File: config.mk
export PLATFORM = sky130hd
export DESIGN_NAME = idma_desc64_reader_gater_q
export DESIGN_NICKNAME = d
export VERILOG_FILES = /design/src/rtl/idma_desc64_pkg.sv /design/src/rtl/fifo_v3.sv /design/src/rtl/idma_desc64_reader_gater_q.sv
export SDC_FILE = /design/constraint.sdc
export NUM_CORES = 1
export LEC_CHECK = 0
export ABC_AREA = 1
export CAP_MARGIN = 20
export CORE_MARGIN = 3
export CORE_UTILIZATION = 45
export DETAILED_ROUTE_END_ITERATION = 8
export GPL_ROUTABILITY_DRIVEN = 0
export MAX_ROUTING_LAYER = met4
export PLACE_DENSITY = 0.64
export SYNTH_ARGS = -nofsm -noshare
export SYNTH_HDL_FRONTEND = slang
export SYNTH_HIERARCHICAL = 1
export SYNTH_SLANG_ARGS = --single-unit
File: constraint.sdc
create_clock -name clk_i -period 6.9 [get_ports clk_i]
set_input_delay 0.69 -clock clk_i [delete_from_list [all_inputs] [get_ports clk_i]]
set_output_delay 0.69 -clock clk_i [all_outputs]
set_load 0.01 [all_outputs]
File: src/rtl/idma_desc64_pkg.sv
// Shared types for the iDMA 64-bit descriptor reader R-channel gater.
//   gater_state_e : gater FSM states
//   flush_entry_t : one queued flush request {imm, cnt}
// FLUSH_W_MAX bounds the count field stored in the queue. The gater zero-extends
// its FlushWidth-wide count into this field and truncates it back on read.
package idma_desc64_pkg;

  localparam int unsigned FLUSH_W_MAX = 16;

  typedef enum logic [1:0] {
    IDLE  = 2'd0,
    ARM   = 2'd1,
    FLUSH = 2'd2
  } gater_state_e;

  typedef struct packed {
    logic                   imm;
    logic [FLUSH_W_MAX-1:0] cnt;
  } flush_entry_t;

endpackage

File: src/rtl/fifo_v3.sv
// Synchronous FIFO, interface-compatible with common_cells fifo_v3.
//   clk_i, rst_ni     : clock, asynchronous active-low reset
//   flush_i           : synchronous clear of all entries
//   testmode_i        : unused, kept for interface compatibility
//   full_o, empty_o   : status
//   usage_o           : fill level (wraps to 0 when full at power-of-two depth)
//   data_i/push_i     : write side, ignored when full
//   data_o/pop_i      : read side (head), ignored when empty
module fifo_v3 #(
  parameter bit          FALL_THROUGH = 1'b0,
  parameter int unsigned DATA_WIDTH   = 32,
  parameter int unsigned DEPTH        = 8,
  parameter type         dtype        = logic [DATA_WIDTH-1:0],
  parameter int unsigned ADDR_DEPTH   = (DEPTH > 1) ? $clog2(DEPTH) : 1
) (
  input  logic                  clk_i,
  input  logic                  rst_ni,
  input  logic                  flush_i,
  input  logic                  testmode_i,
  output logic                  full_o,
  output logic                  empty_o,
  output logic [ADDR_DEPTH-1:0] usage_o,
  input  dtype                  data_i,
  input  logic                  push_i,
  output dtype                  data_o,
  input  logic                  pop_i
);

  localparam int unsigned FIFO_DEPTH = (DEPTH > 0) ? DEPTH : 1;

  logic [ADDR_DEPTH-1:0] r_rd_ptr, r_wr_ptr, w_rd_ptr_n, w_wr_ptr_n;
  logic [ADDR_DEPTH:0]   r_status_cnt, w_status_cnt_n;
  logic                  w_we;
  logic                  w_unused_testmode;
  dtype                  r_mem [FIFO_DEPTH];

  assign w_unused_testmode = testmode_i;

  function automatic logic [ADDR_DEPTH-1:0] ptr_inc(input logic [ADDR_DEPTH-1:0] p);
    if (p == ADDR_DEPTH'(FIFO_DEPTH - 1)) return '0;
    return p + 1'b1;
  endfunction

  assign full_o  = (r_status_cnt == (ADDR_DEPTH+1)'(FIFO_DEPTH));
  assign empty_o = (r_status_cnt == '0) && !(FALL_THROUGH && push_i);
  assign usage_o = r_status_cnt[ADDR_DEPTH-1:0];

  always_comb begin
    w_rd_ptr_n     = r_rd_ptr;
    w_wr_ptr_n     = r_wr_ptr;
    w_status_cnt_n = r_status_cnt;
    w_we           = 1'b0;
    data_o         = r_mem[r_rd_ptr];

    if (push_i && !full_o) begin
      w_we           = 1'b1;
      w_wr_ptr_n     = ptr_inc(r_wr_ptr);
      w_status_cnt_n = r_status_cnt + 1'b1;
    end

    if (pop_i && !empty_o) begin
      w_rd_ptr_n = ptr_inc(r_rd_ptr);
      // A simultaneous push and pop leaves the fill level unchanged.
      if (push_i && !full_o) w_status_cnt_n = r_status_cnt;
      else                   w_status_cnt_n = r_status_cnt - 1'b1;
    end

    // Fall-through: an empty FIFO forwards the incoming word directly.
    if (FALL_THROUGH && (r_status_cnt == '0) && push_i) begin
      data_o = data_i;
      if (pop_i) begin
        w_status_cnt_n = r_status_cnt;
        w_rd_ptr_n     = r_rd_ptr;
        w_wr_ptr_n     = r_wr_ptr;
        w_we           = 1'b0;
      end
    end
  end

  always_ff @(posedge clk_i or negedge rst_ni) begin
    if (!rst_ni) begin
      r_rd_ptr     <= '0;
      r_wr_ptr     <= '0;
      r_status_cnt <= '0;
    end else if (flush_i) begin
      r_rd_ptr     <= '0;
      r_wr_ptr     <= '0;
      r_status_cnt <= '0;
    end else begin
      r_rd_ptr     <= w_rd_ptr_n;
      r_wr_ptr     <= w_wr_ptr_n;
      r_status_cnt <= w_status_cnt_n;
    end
  end

  // Storage carries data only; it needs no reset.
  always_ff @(posedge clk_i) begin
    if (w_we) r_mem[r_wr_ptr] <= data_i;
  end

endmodule

File: src/rtl/idma_desc64_reader_gater_q.sv
// R-channel gater with a queue of flush requests. Each request drops a number
// of whole R bursts, either at the next burst boundary (imm=1) or after the
// in-flight burst has completed (imm=0).
//   clk_i, rst_i                 : clock, asynchronous active-high reset
//   flush_cnt_i, flush_imm_i     : request payload (bursts to drop, immediacy)
//   flush_valid_i/flush_ready_o  : request handshake
//   r_valid_i, r_ready_i, r_last_i : upstream valid, downstream ready, last beat
//   r_valid_o, r_ready_o         : gated valid downstream, ready upstream
//   busy_o                       : FSM active or requests pending
//   dropped_o                    : one-cycle pulse per dropped burst
//   usage_o                      : number of queued requests
module idma_desc64_reader_gater_q
  import idma_desc64_pkg::*;
#(
  parameter int unsigned FlushWidth = 8,
  parameter int unsigned QueueDepth = 4
) (
  input  logic                          clk_i,
  input  logic                          rst_i,
  input  logic [FlushWidth-1:0]         flush_cnt_i,
  input  logic                          flush_imm_i,
  input  logic                          flush_valid_i,
  output logic                          flush_ready_o,
  input  logic                          r_valid_i,
  input  logic                          r_ready_i,
  input  logic                          r_last_i,
  output logic                          r_valid_o,
  output logic                          r_ready_o,
  output logic                          busy_o,
  output logic                          dropped_o,
  output logic [$clog2(QueueDepth):0]   usage_o
);

  localparam int unsigned AddrW  = (QueueDepth > 1) ? $clog2(QueueDepth) : 1;
  localparam int unsigned UsageW = $clog2(QueueDepth) + 1;

  gater_state_e          r_state, w_state_n;
  logic [FlushWidth-1:0] r_cnt, w_cnt_n;
  flush_entry_t          w_entry, w_head;
  logic [FlushWidth-1:0] w_head_cnt;
  logic                  w_full, w_empty, w_push, w_pop;
  logic [AddrW-1:0]      w_fifo_usage;

  assign w_entry    = '{imm: flush_imm_i, cnt: FLUSH_W_MAX'(flush_cnt_i)};
  assign w_head_cnt = FlushWidth'(w_head.cnt);

  // Ready depends only on registered fill state, never on flush_valid_i.
  assign flush_ready_o = !w_full;
  assign w_push        = flush_valid_i && !w_full;

  fifo_v3 #(
    .FALL_THROUGH (1'b0),
    .DATA_WIDTH   ($bits(flush_entry_t)),
    .DEPTH        (QueueDepth),
    .dtype        (flush_entry_t)
  ) i_flush_queue (
    .clk_i      (clk_i),
    .rst_ni     (!rst_i),
    .flush_i    (1'b0),
    .testmode_i (1'b0),
    .full_o     (w_full),
    .empty_o    (w_empty),
    .usage_o    (w_fifo_usage),
    .data_i     (w_entry),
    .push_i     (w_push),
    .data_o     (w_head),
    .pop_i      (w_pop)
  );

  // The FIFO usage field wraps when full, so the full flag supplies the top value.
  assign usage_o = w_full ? UsageW'(QueueDepth) : {1'b0, w_fifo_usage};
  assign busy_o  = (r_state != IDLE) || !w_empty;

  always_comb begin
    w_state_n = r_state;
    w_cnt_n   = r_cnt;
    w_pop     = 1'b0;
    r_valid_o = r_valid_i;
    r_ready_o = r_ready_i;
    dropped_o = 1'b0;

    unique case (r_state)
      IDLE: begin
        if (!w_empty) begin
          if (w_head_cnt == '0) begin
            // A zero-count request has no effect; retire it.
            w_pop = 1'b1;
          end else if (w_head.imm) begin
            w_pop     = 1'b1;
            w_cnt_n   = w_head_cnt;
            w_state_n = FLUSH;
          end else begin
            w_state_n = ARM;
          end
        end
      end
      ARM: begin
        // Let the in-flight burst complete, then start dropping.
        if (r_valid_i && r_ready_i && r_last_i) begin
          w_pop     = 1'b1;
          w_cnt_n   = w_head_cnt;
          w_state_n = FLUSH;
        end
      end
      FLUSH: begin
        // Swallow every beat; only last beats advance the burst count.
        r_valid_o = 1'b0;
        r_ready_o = 1'b1;
        if (r_valid_i && r_last_i) begin
          dropped_o = 1'b1;
          w_cnt_n   = r_cnt - 1'b1;
          if (r_cnt == FlushWidth'(1)) w_state_n = IDLE;
        end
      end
      default: w_state_n = IDLE;
    endcase
  end

  always_ff @(posedge clk_i or posedge rst_i) begin
    if (rst_i) begin
      r_state <= IDLE;
      r_cnt   <= '0;
    end else begin
      r_state <= w_state_n;
      r_cnt   <= w_cnt_n;
    end
  end

`ifndef SYNTHESIS
  always @(posedge clk_i) begin
    assert (QueueDepth >= 2 && QueueDepth <= 16)
      else $error("QueueDepth %0d outside 2..16", QueueDepth);
    assert (FlushWidth >= 1 && FlushWidth <= FLUSH_W_MAX)
      else $error("FlushWidth %0d outside 1..%0d", FlushWidth, FLUSH_W_MAX);
  end
`endif

endmodule

; ---- Word level (Yosys, flattened, before mapping)
; Memory sizes are Yosys's and may differ from the RTL's.
; Index checks and enable logic that the tools add are counted.
[word_totals]
register_bits = 17
ramBits = 36
wordCells = 79
in_bits = 15
mem_count = 1
[mem_list]
columns = name, words, width, rd, rd_clocked_by_memory_dff, write_ports, line
row1 = i_flush_queue.r_mem, 4, 9, 1, 0, 1, fifo_v3.sv:35  ; dtype r_mem [FIFO_DEPTH];
[op_classes]
reduce_logical = 18
n_eq_ne = 13
mux = 37
add_sub_neg = 5
[op_table]
columns = cell, n
row1 = 8-bit two-way mux, 5
row2 = 8-bit case mux with 3 select lines, 1
row3 = 2-bit two-way mux, 10
row4 = 1-bit two-way mux, 15
row5 = 3-bit two-way mux, 4
row6 = 2-bit inequality test (second input constant), 6
row7 = 8-bit by 1-bit equality test with 1-bit output (second input constant), 1
row8 = 8-bit zero test, 1
row9 = 8-bit by 1-bit subtractor with 8-bit output (second input constant), 1
row10 = 2-bit equality test (second input constant), 3
row11 = 1-bit logical AND, 6
row12 = 2-bit case mux with 3 select lines, 1
row13 = 6-bit AND reduction, 1
row14 = 5-bit AND reduction, 1
row15 = 2-bit by 1-bit adder with 2-bit output (second input constant), 2
row16 = 2-bit nonzero test, 2
row17 = 3-bit by 1-bit adder with 3-bit output (second input constant), 1
row18 = 3-bit equality test (second input constant), 1
row19 = 3-bit zero test, 1
row20 = 3-bit nonzero test, 1
row21 = 3-bit by 1-bit subtractor with 3-bit output (second input constant), 1
row22 = 2-bit by 1-bit equality test with 1-bit output (second input constant), 1
row23 = 1-bit zero test, 2
row24 = 2-bit zero test, 1
row25 = 4 further kinds, 4

; ---- Logic depth before layout (Yosys ltp)
; Gate-level depths: netlist (run 1).
; An unclocked memory read counts as a cell.
[depth]
depth_word = 8
mapped_depth = 17
depth_no_buf = 15

; ---- Cells and area by module
; Netlist (run 1), hierarchy kept.
[modules_own_cells]
columns = module, area_each_um2, instances, cells_per_inst
row1 = fifo_v3, 3046.7, 1, 232
row2 = idma_desc64_reader_gater_q, 885.8, 1, 153

; ---- Worst setup path after synthesis (run 1)
; OpenSTA, ideal clock, no wires.
[synth_path]
path_kind = register to register
start = register i_flush_queue.r_rd_ptr[0]
end = register i_flush_queue.r_status_cnt[1]
stages_incl_launch_ff = 15
setup_time_ps = 121
t_arrival_ps = 2200
t_required_ps = 6779
setup_slack_ps = 4580
path_cell_list = dfrtp_1 buf_2 buf_2 o21ai_0 o22ai_1 nor2_1 nand2_1 nor2_1 nor2_1 o32ai_1 nand2_2 inv_2 fa_1 nand2_1 o21ai_1
[synth_lines]
columns = element, line
row1 = "start, declared", fifo_v3.sv:31  ; logic [ADDR_DEPTH-1:0] r_rd_ptr, r_wr_ptr, w_rd_ptr_n, w_wr_ptr_n;
row2 = "start signal, assigned", fifo_v3.sv:90  ; r_rd_ptr <= w_rd_ptr_n;
row3 = "end signal, assigned", fifo_v3.sv:92  ; r_status_cnt <= w_status_cnt_n;
row4 = "end, declared", fifo_v3.sv:32  ; logic [ADDR_DEPTH:0] r_status_cnt, w_status_cnt_n;

==> results of run 1 <==
[per-layer routing]
metal	wire [um]	share of wire
met1	2522	0.50
met5	0	0
met3	225	0.044
met2	2258	0.44
met4	81	0.016
[layout by cell type (no fill, tap or decap), drive strengths merged, types with 6 or more instances in the layout]
cell type / count
clkbuf: 6
inv: 41
edfxtp: 36
clkdlybuf4s50: 22
dfrtp: 17
ha: 7
nor2: 49
o21ai: 34
nand2: 75
o22ai: 9
nand3: 22
[registers in the layout, indices dropped and copies added (netlist names)]
name                        count
i_flush_queue/r_status_cnt      3
i_flush_queue/r_rd_ptr          2
r_cnt                           8
r_state                         2
i_flush_queue/r_mem            36
i_flush_queue/r_wr_ptr          2
[worst max-delay path, stage by stage, from the launching register on]
cell and delay, ns:
dfrtp_1 0.73, inv_2 0.26, o21ai_0 0.21, o22ai_1 0.12
nor2_1 0.10, nand3_1 0.08, nor2_1 0.17, nor2_1 0.06
o32ai_1 0.21, nand2_2 0.14, inv_2 0.12, fa_1 0.42
nand2_1 0.07, o21ai_1 0.06
[worst max-delay path by stage]
stage                                    endpoint  cells after the start
global placement    i_flush_queue/r_status_cnt[1]                     13
floorplan           i_flush_queue/r_status_cnt[1]                     14
detailed placement  i_flush_queue/r_status_cnt[1]                     13
CTS                 i_flush_queue/r_status_cnt[1]                     13
global route        i_flush_queue/r_status_cnt[1]                     13
finish              i_flush_queue/r_status_cnt[1]                     13
[stage by stage]
step / cells / hold WS [ns]
6_report: 406 / 0.5271
5_1_grt: 406 / 0.5619
4_1_cts: 406 / 0.5323
3_5_place_dp: 398 / 0.5087
3_3_place_gp: 398 / 0.4914
2_1_floorplan: 315 / 0.4711
[where the power goes]
part	total [mW]	leakage [nW]	internal [mW]	switching, mW
sequential	0.432	0.546	0.389	0.0429
clock	0.173	0.0414	0.0723	0.100
combinational	0.251	0.753	0.0969	0.154
total	0.855	1.34	0.558	0.297
[layout make-up]
type / count / area [sq um] / share of cell area
inverter: 42 / 171.4 / 0.05504
multi-input combinational: 206 / 1033 / 0.3319
timing repair buffer: 22 / 220.2 / 0.07071
sequential: 53 / 1506 / 0.4837
clock buffer: 6 / 72.57 / 0.02330
tap: 75 / 93.84 / 0.03013
clock inverter: 2 / 16.27 / 0.005223
==> out/metrics.csv, run 1 <==
metric,value,unit
Final Hold Vio Count,0,
worst hold start,r_cnt[1],
vias in the first global route,1826,
Buffers on Ports,22,
setup TNS,0,ns
Gate Count Post-Synth,313,
synthesized area,0.002781,sq mm
Post-DP HPWL,3732,um
antenna cells,0,
num ports,23,
postcts setup bufs,0,
CP Capture Type,register,
clk_skew,0.01193,ns
Hold Buf Count CTS,0,
synth warn,6,
final net count,353,
GR met2 Demand/Resource,0.2349,
H-Tree Depth,2,
WS Path Type,register to register,
GRT overflow,0,
first-pass GRT wire length,8625,um
register clock-pin slew on the reported worst setup and hold paths,0.10,ns
clk sink count,53,
CTS Buf Count,5,
Max transition margin,0.4142,
Final Cycle Share,0.4138,
met1 usage,0.2100,
worst skew pair latency,0.30,ns
CTS max path bufs,2,
largest net degree at the start of global routing,22,
DRC,0,
peak supply drop,0.1357,mV
core area,0.005956,sq mm
Critical Path Fanout Max,21,
status,"complete, no violations",
final core occ,0.5229,
GRT Overall Usage,0.1555,
DRT Wirelength,5087,um
Die W,84.62,um
CP Launch Point,i_flush_queue/r_rd_ptr[0],
gr busiest metal,met2,
RSZ-0062 raised after global routing,no,
# setup viols final,0,
wire per inst,12.53,um
Reg-to-Reg Start,i_flush_queue/r_rd_ptr[0],
worst-margin pin slew,0.8755,ns
quantity of gates resized following cts,0,
mean area per synthesized cell,8.886,sq um
CTS tree,yes,
Fillers,573,
total of max-cap violations,0,
leak pwr,1.341,nW
crit path time final,2.855,ns
Max Clk Rate,350.2,MHz
Starting Density,0.4670,
initial antenna violation count,0,
Root Buffer,clkbuf_8,
floorplan row count,28,
vias,1987,
Worst Setup Start Kind,register,
CP arrival,3.06,ns
path depth of the worst reg2reg path,13,
Pre-antenna DRT Iters,4,
Die ar.,0.007161,sq mm
pins over their slew limit,0,
Worst EP required,7.11,ns
1st-iter DRT viols,103,
Tot Pwr,0.8553,mW
R2R Setup Slk,4.04,ns
Die Y,84.62,um
Final ANT Viol Nets,0,
FF-to-FF End,i_flush_queue/r_status_cnt[1],
Area after DPL,0.003025,sq mm
Area Growth Syn to Fin,11.97,%
hold path cells,2,
Hold EP,r_cnt[1],
DR vias/cell,4.894,
Power Density,274.7,mW/mm^2
Worst Hold Class,register to register,
"Design Area, Final",0.003114,sq mm
proportion of layout cells with a drive suffix above 1,0.08157,
final worst slack,4.045,ns
"worst slack, placed",4.071,ns
met3 GRT Util,0.03238,
Power figures use the tool's default switching activity.
==> run 2: changes to the inputs <==
clock period = 2.72 ns   (was 6.9 ns; I/O delays follow)
==> out/metrics.csv, run 2 (same netlist as run 1, synthesis figures left out) <==
metric,value,unit,change
num ports,23,,unchanged
peak supply drop,0.4307,mV,+220%
clk_skew,0.008958,ns,-0.002971 ns
worst skew pair latency,0.30,ns,about the same
1st-iter DRT viols,85,,-17%
initial antenna violation count,0,,unchanged
Max transition margin,0.5294,,+0.1153
Max Clk Rate,408.6,MHz,+17%
# setup viols final,0,,unchanged
register clock-pin slew on the reported worst setup and hold paths,0.10,ns,about the same
GRT overflow,0,,unchanged
CP Capture Type,register,,
pins over their slew limit,0,,unchanged
CTS tree,yes,,
most frequent cells in the layout,"nand2_1 (70), nor2_1 (45), edfxtp_1 (36)",,
Top Registers,"i_flush_queue/r_mem: 36 flops, r_cnt: 8 flops, i_flush_queue/r_status_cnt: 3 flops",,
Die Y,84.62,um,unchanged
largest net degree at the start of global routing,21,,-4.5%
final core occ,0.5319,,+0.009034
worst-margin pin slew,0.7051,ns,-0.1704 ns
H-Tree Depth,2,,unchanged
CTS max path bufs,2,,unchanged
Starting Density,0.4670,,unchanged
DRT Wirelength,5111,um,+0.47%
DR vias/cell,4.801,,-1.9%
DRC,0,,unchanged
Buffers on Ports,22,,unchanged
vias,1978,,-0.45%
RSZ-0062 raised after global routing,no,,
Final ANT Viol Nets,0,,unchanged
Pre-antenna DRT Iters,4,,unchanged
Root Buffer,clkbuf_8,,
total of max-cap violations,0,,unchanged
status,"complete, no violations",,
wire per inst,12.41,um,-0.99%
proportion of layout cells with a drive suffix above 1,0.1009,,+0.01932
Hold Buf Count CTS,0,,unchanged
"most common cell after layout, fill and taps aside",nand2_1,,
Area Growth Syn to Fin,13.90,%,
GRT Overall Usage,0.1578,,+0.002296
Worst Hold Class,input pin to asynchronous set/reset pin,,
Post-DP HPWL,3763,um,+0.83%
Critical Path Fanout Max,20,,-4.8%
antenna cells,0,,unchanged
first-pass GRT wire length,8887,um,+3.0%
Biggest register,i_flush_queue/r_mem,,
WS Path Type,register to register,,
max FFs per register,36,,unchanged
Worst Setup Start Kind,register,,
Die W,84.62,um,unchanged
crit path time final,2.448,ns,-0.4078 ns
Final Hold Vio Count,0,,unchanged
CP arrival,2.65,ns,-0.41 ns
Worst EP required,2.92,ns,-4.19 ns
core area,0.005956,sq mm,unchanged
setup TNS,0,ns,unchanged
Die ar.,0.007161,sq mm,unchanged
vias in the first global route,1892,,+3.6%
leak pwr,1.382,nW,+3.1%
clk sink count,53,,unchanged
floorplan row count,28,,unchanged
final net count,359,,+1.7%
quantity of gates resized following cts,0,,unchanged
postcts setup bufs,0,,unchanged
Power Density,701.3,mW/mm^2,+160%
CTS Buf Count,5,,unchanged
Final Cycle Share,0.8999,,+0.4860
run 2: cell count changes in the layout (fill, tap and decap cells not counted), sizes merged:
| cell | change |
|---|---|
| clkinvlp | -1 |
| clkbuf | -1 |
| inv | +2 |
| buf | +6 |
run 2: per-stage QoR:
step | power (mW) | instance area [sq um] | cells | hold WS [ns] | setup slack (ns)
after floorplan | 1.590 | 2789 | 315 | 0.1981 | 0.4394
after global placement | 1.758 | 3070 | 404 | 0.4996 | 0.3669
after detailed placement | 1.766 | 3070 | 404 | 0.5017 | 0.2849
after global routing | 2.410 | 3168 | 412 | 0.4209 | 0.01765
after CTS | 2.237 | 3168 | 412 | 0.3939 | 0.2624
final | 2.222 | 3168 | 412 | 0.3647 | 0.2724
run 2: path summary, 6_finish.rpt:
| kind | startpoint | to | slack, ns | cells past startpoint |
|---|---|---|---|---|
| setup / recovery | i_flush_queue/r_rd_ptr[0] | i_flush_queue/r_status_cnt[1] | 0.27 | 13 |
| min in group clk_i | r_cnt[1] | r_cnt[1] | 0.53 | 2 |
| max in group asynchronous | rst_i | i_flush_queue/r_wr_ptr[1] | 1.91 | 2 |
| hold reg to reg | r_cnt[1] | r_cnt[1] | 0.53 | 2 |
| hold / removal | rst_i | r_cnt[2] | 0.36 | 2 |
| setup reg to reg | i_flush_queue/r_rd_ptr[0] | i_flush_queue/r_status_cnt[1] | 0.27 | 13 |
run 2: final cells by class:
type                            count  area (sq um)
Inverter                           42         171.4
Clock buffer                        5         68.82
Multi-Input combinational cell    206          1033
Timing Repair Buffer               28         265.3
Tap cell                           75         93.84
Sequential cell                    53          1506
Fill cell                         570          2788
Clock inverter                      3         28.78
run 2: where the power goes:
group | switching, mW | internal [mW]
Clock | 0.277 | 0.193
Combinational | 0.407 | 0.259
Sequential | 0.100 | 0.985
run 2: per-layer routing:
layer / vias up / track usage / wire [um]
met5: - / - / 0
met4: 0 / 0.03885 / 28
met3: 2 / 0.02944 / 273
met2: 47 / 0.2313 / 2234
met1: 875 / 0.2278 / 2575
li1: 1054 / - / -
run 2: worst max-delay path, stage by stage (launching register included):
cell	delay, ns
dfrtp_1	0.40
buf_4	0.20
o21ai_0	0.18
o22ai_1	0.12
nor2_1	0.11
nand3_1	0.07
nor2_1	0.18
nor2_1	0.07
o32ai_1	0.22
nand2_2	0.14
inv_2	0.12
fa_1	0.41
nand2_1	0.07
o21ai_1	0.06
==> run 3: changes to the inputs <==
PLACE_DENSITY = default   (was 0.64)
PLACE_DENSITY_LB_ADDON = 0.05   (was default)
==> out/metrics.csv, run 3 (same netlist as run 1, synthesis figures left out) <==
metric,value,unit,change
status,"complete, no violations",,
CTS max path bufs,2,,unchanged
CTS Buf Count,5,,unchanged
switching power,0.7628,mW,-2.7%
R2R Setup Slk,0.33,ns,+0.05 ns
Final ANT Viol Nets,0,,unchanged
Area after DPL,0.003070,sq mm,unchanged
Internal Power,1.428,mW,-0.67%
leak pwr,1.378,nW,-0.27%
clk_skew,0.009679,ns,+0.0007216 ns
# setup viols final,0,,unchanged
Reg-to-Reg Start,i_flush_queue/r_rd_ptr[0],,
Final Cycle Share,0.8801,,-0.01979
DRT Wirelength,5289,um,+3.5%
Worst Setup Start Kind,register,,
"most common cell after layout, fill and taps aside",nand2_1,,
Starting Density,0.4670,,unchanged
Area Growth Syn to Fin,13.90,%,unchanged
combinational group share of total power,0.303,,+0.003
pins over their slew limit,0,,unchanged
Multi-input gate area,0.001041,sq mm,+0.73%
Fillers,568,,-0.35%
proportion of layout cells with a drive suffix above 1,0.1009,,unchanged
register share of total power,0.493,,+0.004
Biggest register,i_flush_queue/r_mem,,
Hold Buf Count CTS,0,,unchanged
GRT overflow,0,,unchanged
largest net degree at the start of global routing,21,,unchanged
Die W,84.62,um,unchanged
Clk pwr share,0.204,,-0.008
path depth of the worst reg2reg path,13,,unchanged
first-pass GRT wire length,9197,um,+3.5%
RSZ-0062 raised after global routing,no,,
DR vias/cell,4.791,,-0.20%
CP Capture Type,register,,
vias in the first global route,1893,,+0.053%
peak supply drop,0.2742,mV,-36%
H-Tree Depth,2,,unchanged
Die ar.,0.007161,sq mm,unchanged
CTS tree,yes,,
Critical Path Fanout Max,20,,unchanged
1st-iter DRT viols,101,,+19%
Post-DP HPWL,3815,um,+1.4%
vias,1974,,-0.20%
crit path time final,2.394,ns,-0.05384 ns
max FFs per register,36,,unchanged
Max transition margin,0.5202,,-0.009275
Worst Hold Class,input pin to asynchronous set/reset pin,,
worst-margin pin slew,0.7190,ns,+0.01390 ns
register clock-pin slew on the reported worst setup and hold paths,0.10,ns,about the same
Root Buffer,clkbuf_8,,
worst skew pair latency,0.31,ns,about the same
core area,0.005956,sq mm,unchanged
Tot Pwr,2.191,mW,-1.4%
CP Launch Point,i_flush_queue/r_rd_ptr[0],,
most frequent cells in the layout,"nand2_1 (70), nor2_1 (45), edfxtp_1 (36)",,
antenna cells,0,,unchanged
Top Registers,"i_flush_queue/r_mem: 36 flops, r_cnt: 8 flops, i_flush_queue/r_status_cnt: 3 flops",,
Max Clk Rate,417.7,MHz,+2.2%
WS Path Type,register to register,,
Net Sw Frac,0.3482,,-0.004727
initial antenna violation count,0,,unchanged
DRC,0,,unchanged
quantity of gates resized following cts,0,,unchanged
clk sink count,53,,unchanged
wire per inst,12.84,um,+3.5%
floorplan row count,28,,unchanged
"Design Area, Final",0.003168,sq mm,unchanged
Pre-antenna DRT Iters,4,,unchanged
Final Hold Vio Count,0,,unchanged
final net count,359,,unchanged
Worst EP required,2.92,ns,about the same
postcts setup bufs,0,,unchanged
FF-to-FF End,i_flush_queue/r_status_cnt[1],,
CP arrival,2.60,ns,-0.05 ns
GRT Overall Usage,0.1644,,+0.006571
total of max-cap violations,0,,unchanged
num ports,23,,unchanged
register area,0.001506,sq mm,unchanged
Buffers on Ports,22,,unchanged
setup TNS,0,ns,unchanged
Die Y,84.62,um,unchanged
Power Density,691.5,mW/mm^2,-1.4%
[run 3: cell types whose count changed in the layout (fill, tap and decap cells not counted), sizes merged]
cell	change
clkinv	+1
inv	-1
[run 3: critical path: stages (launching register included)]
cell,delay (ns)
dfrtp_1,0.40
buf_4,0.20
o21ai_0,0.18
o22ai_1,0.13
nor2_1,0.12
nand2_1,0.06
nor2_1,0.19
nor2_1,0.08
o32ai_2,0.15
nand2_2,0.13
inv_2,0.11
fa_1,0.41
nand2_1,0.07
o21ai_1,0.06
[run 3: worst max-delay path by stage]
| stage | end | slack, ns |
|---|---|---|
| 3_3_place_gp | i_flush_queue/r_status_cnt[1] | 0.37 |
| 5_1_grt | i_flush_queue/r_status_cnt[2] | 0.05 |
| 6_report | i_flush_queue/r_status_cnt[1] | 0.33 |
| 3_5_place_dp | i_flush_queue/r_status_cnt[1] | 0.27 |
| 2_1_floorplan | i_flush_queue/r_status_cnt[1] | 0.44 |
| 4_1_cts | i_flush_queue/r_status_cnt[1] | 0.26 |
[run 3: power groups by stage]
stage | Sequential, mW | Clock (mW) | Combinational (mW)
floorplan | 1.07 | 0 | 0.517
global placement | 1.10 | 0 | 0.657
detailed placement | 1.10 | 0 | 0.666
CTS | 1.08 | 0.470 | 0.669
global route | 1.10 | 0.502 | 0.773
finish | 1.08 | 0.447 | 0.663
[run 3: area by class of cell]
type,count,area share
timing repair buffer,28,0.08373
clock buffer,5,0.02172
sequential,53,0.4755
clock inverter,3,0.006714
multi-input combinational,206,0.3286
inverter,42,0.05411
tap,75,0.02962
[run 3: layer usage]
layer,global-route usage,part of all wire,vias up
met5,-,0,-
met3,0.03042,0.033,6
met1,0.2337,0.51,892
met4,0.04317,0.011,0
li1,-,-,1050
met2,0.2434,0.45,26
[run 3: stage by stage]
step,instances,worst slack [ns],hold slack [ns],utilization
2_1_floorplan,315,0.4394,0.1981,-
5_1_grt,412,0.05129,0.4433,0.5319
6_report,412,0.3262,0.3711,0.5319
4_1_cts,412,0.2564,0.3974,0.5307
3_5_place_dp,404,0.2740,0.4986,0.5155
3_3_place_gp,404,0.3702,0.4930,0.5155
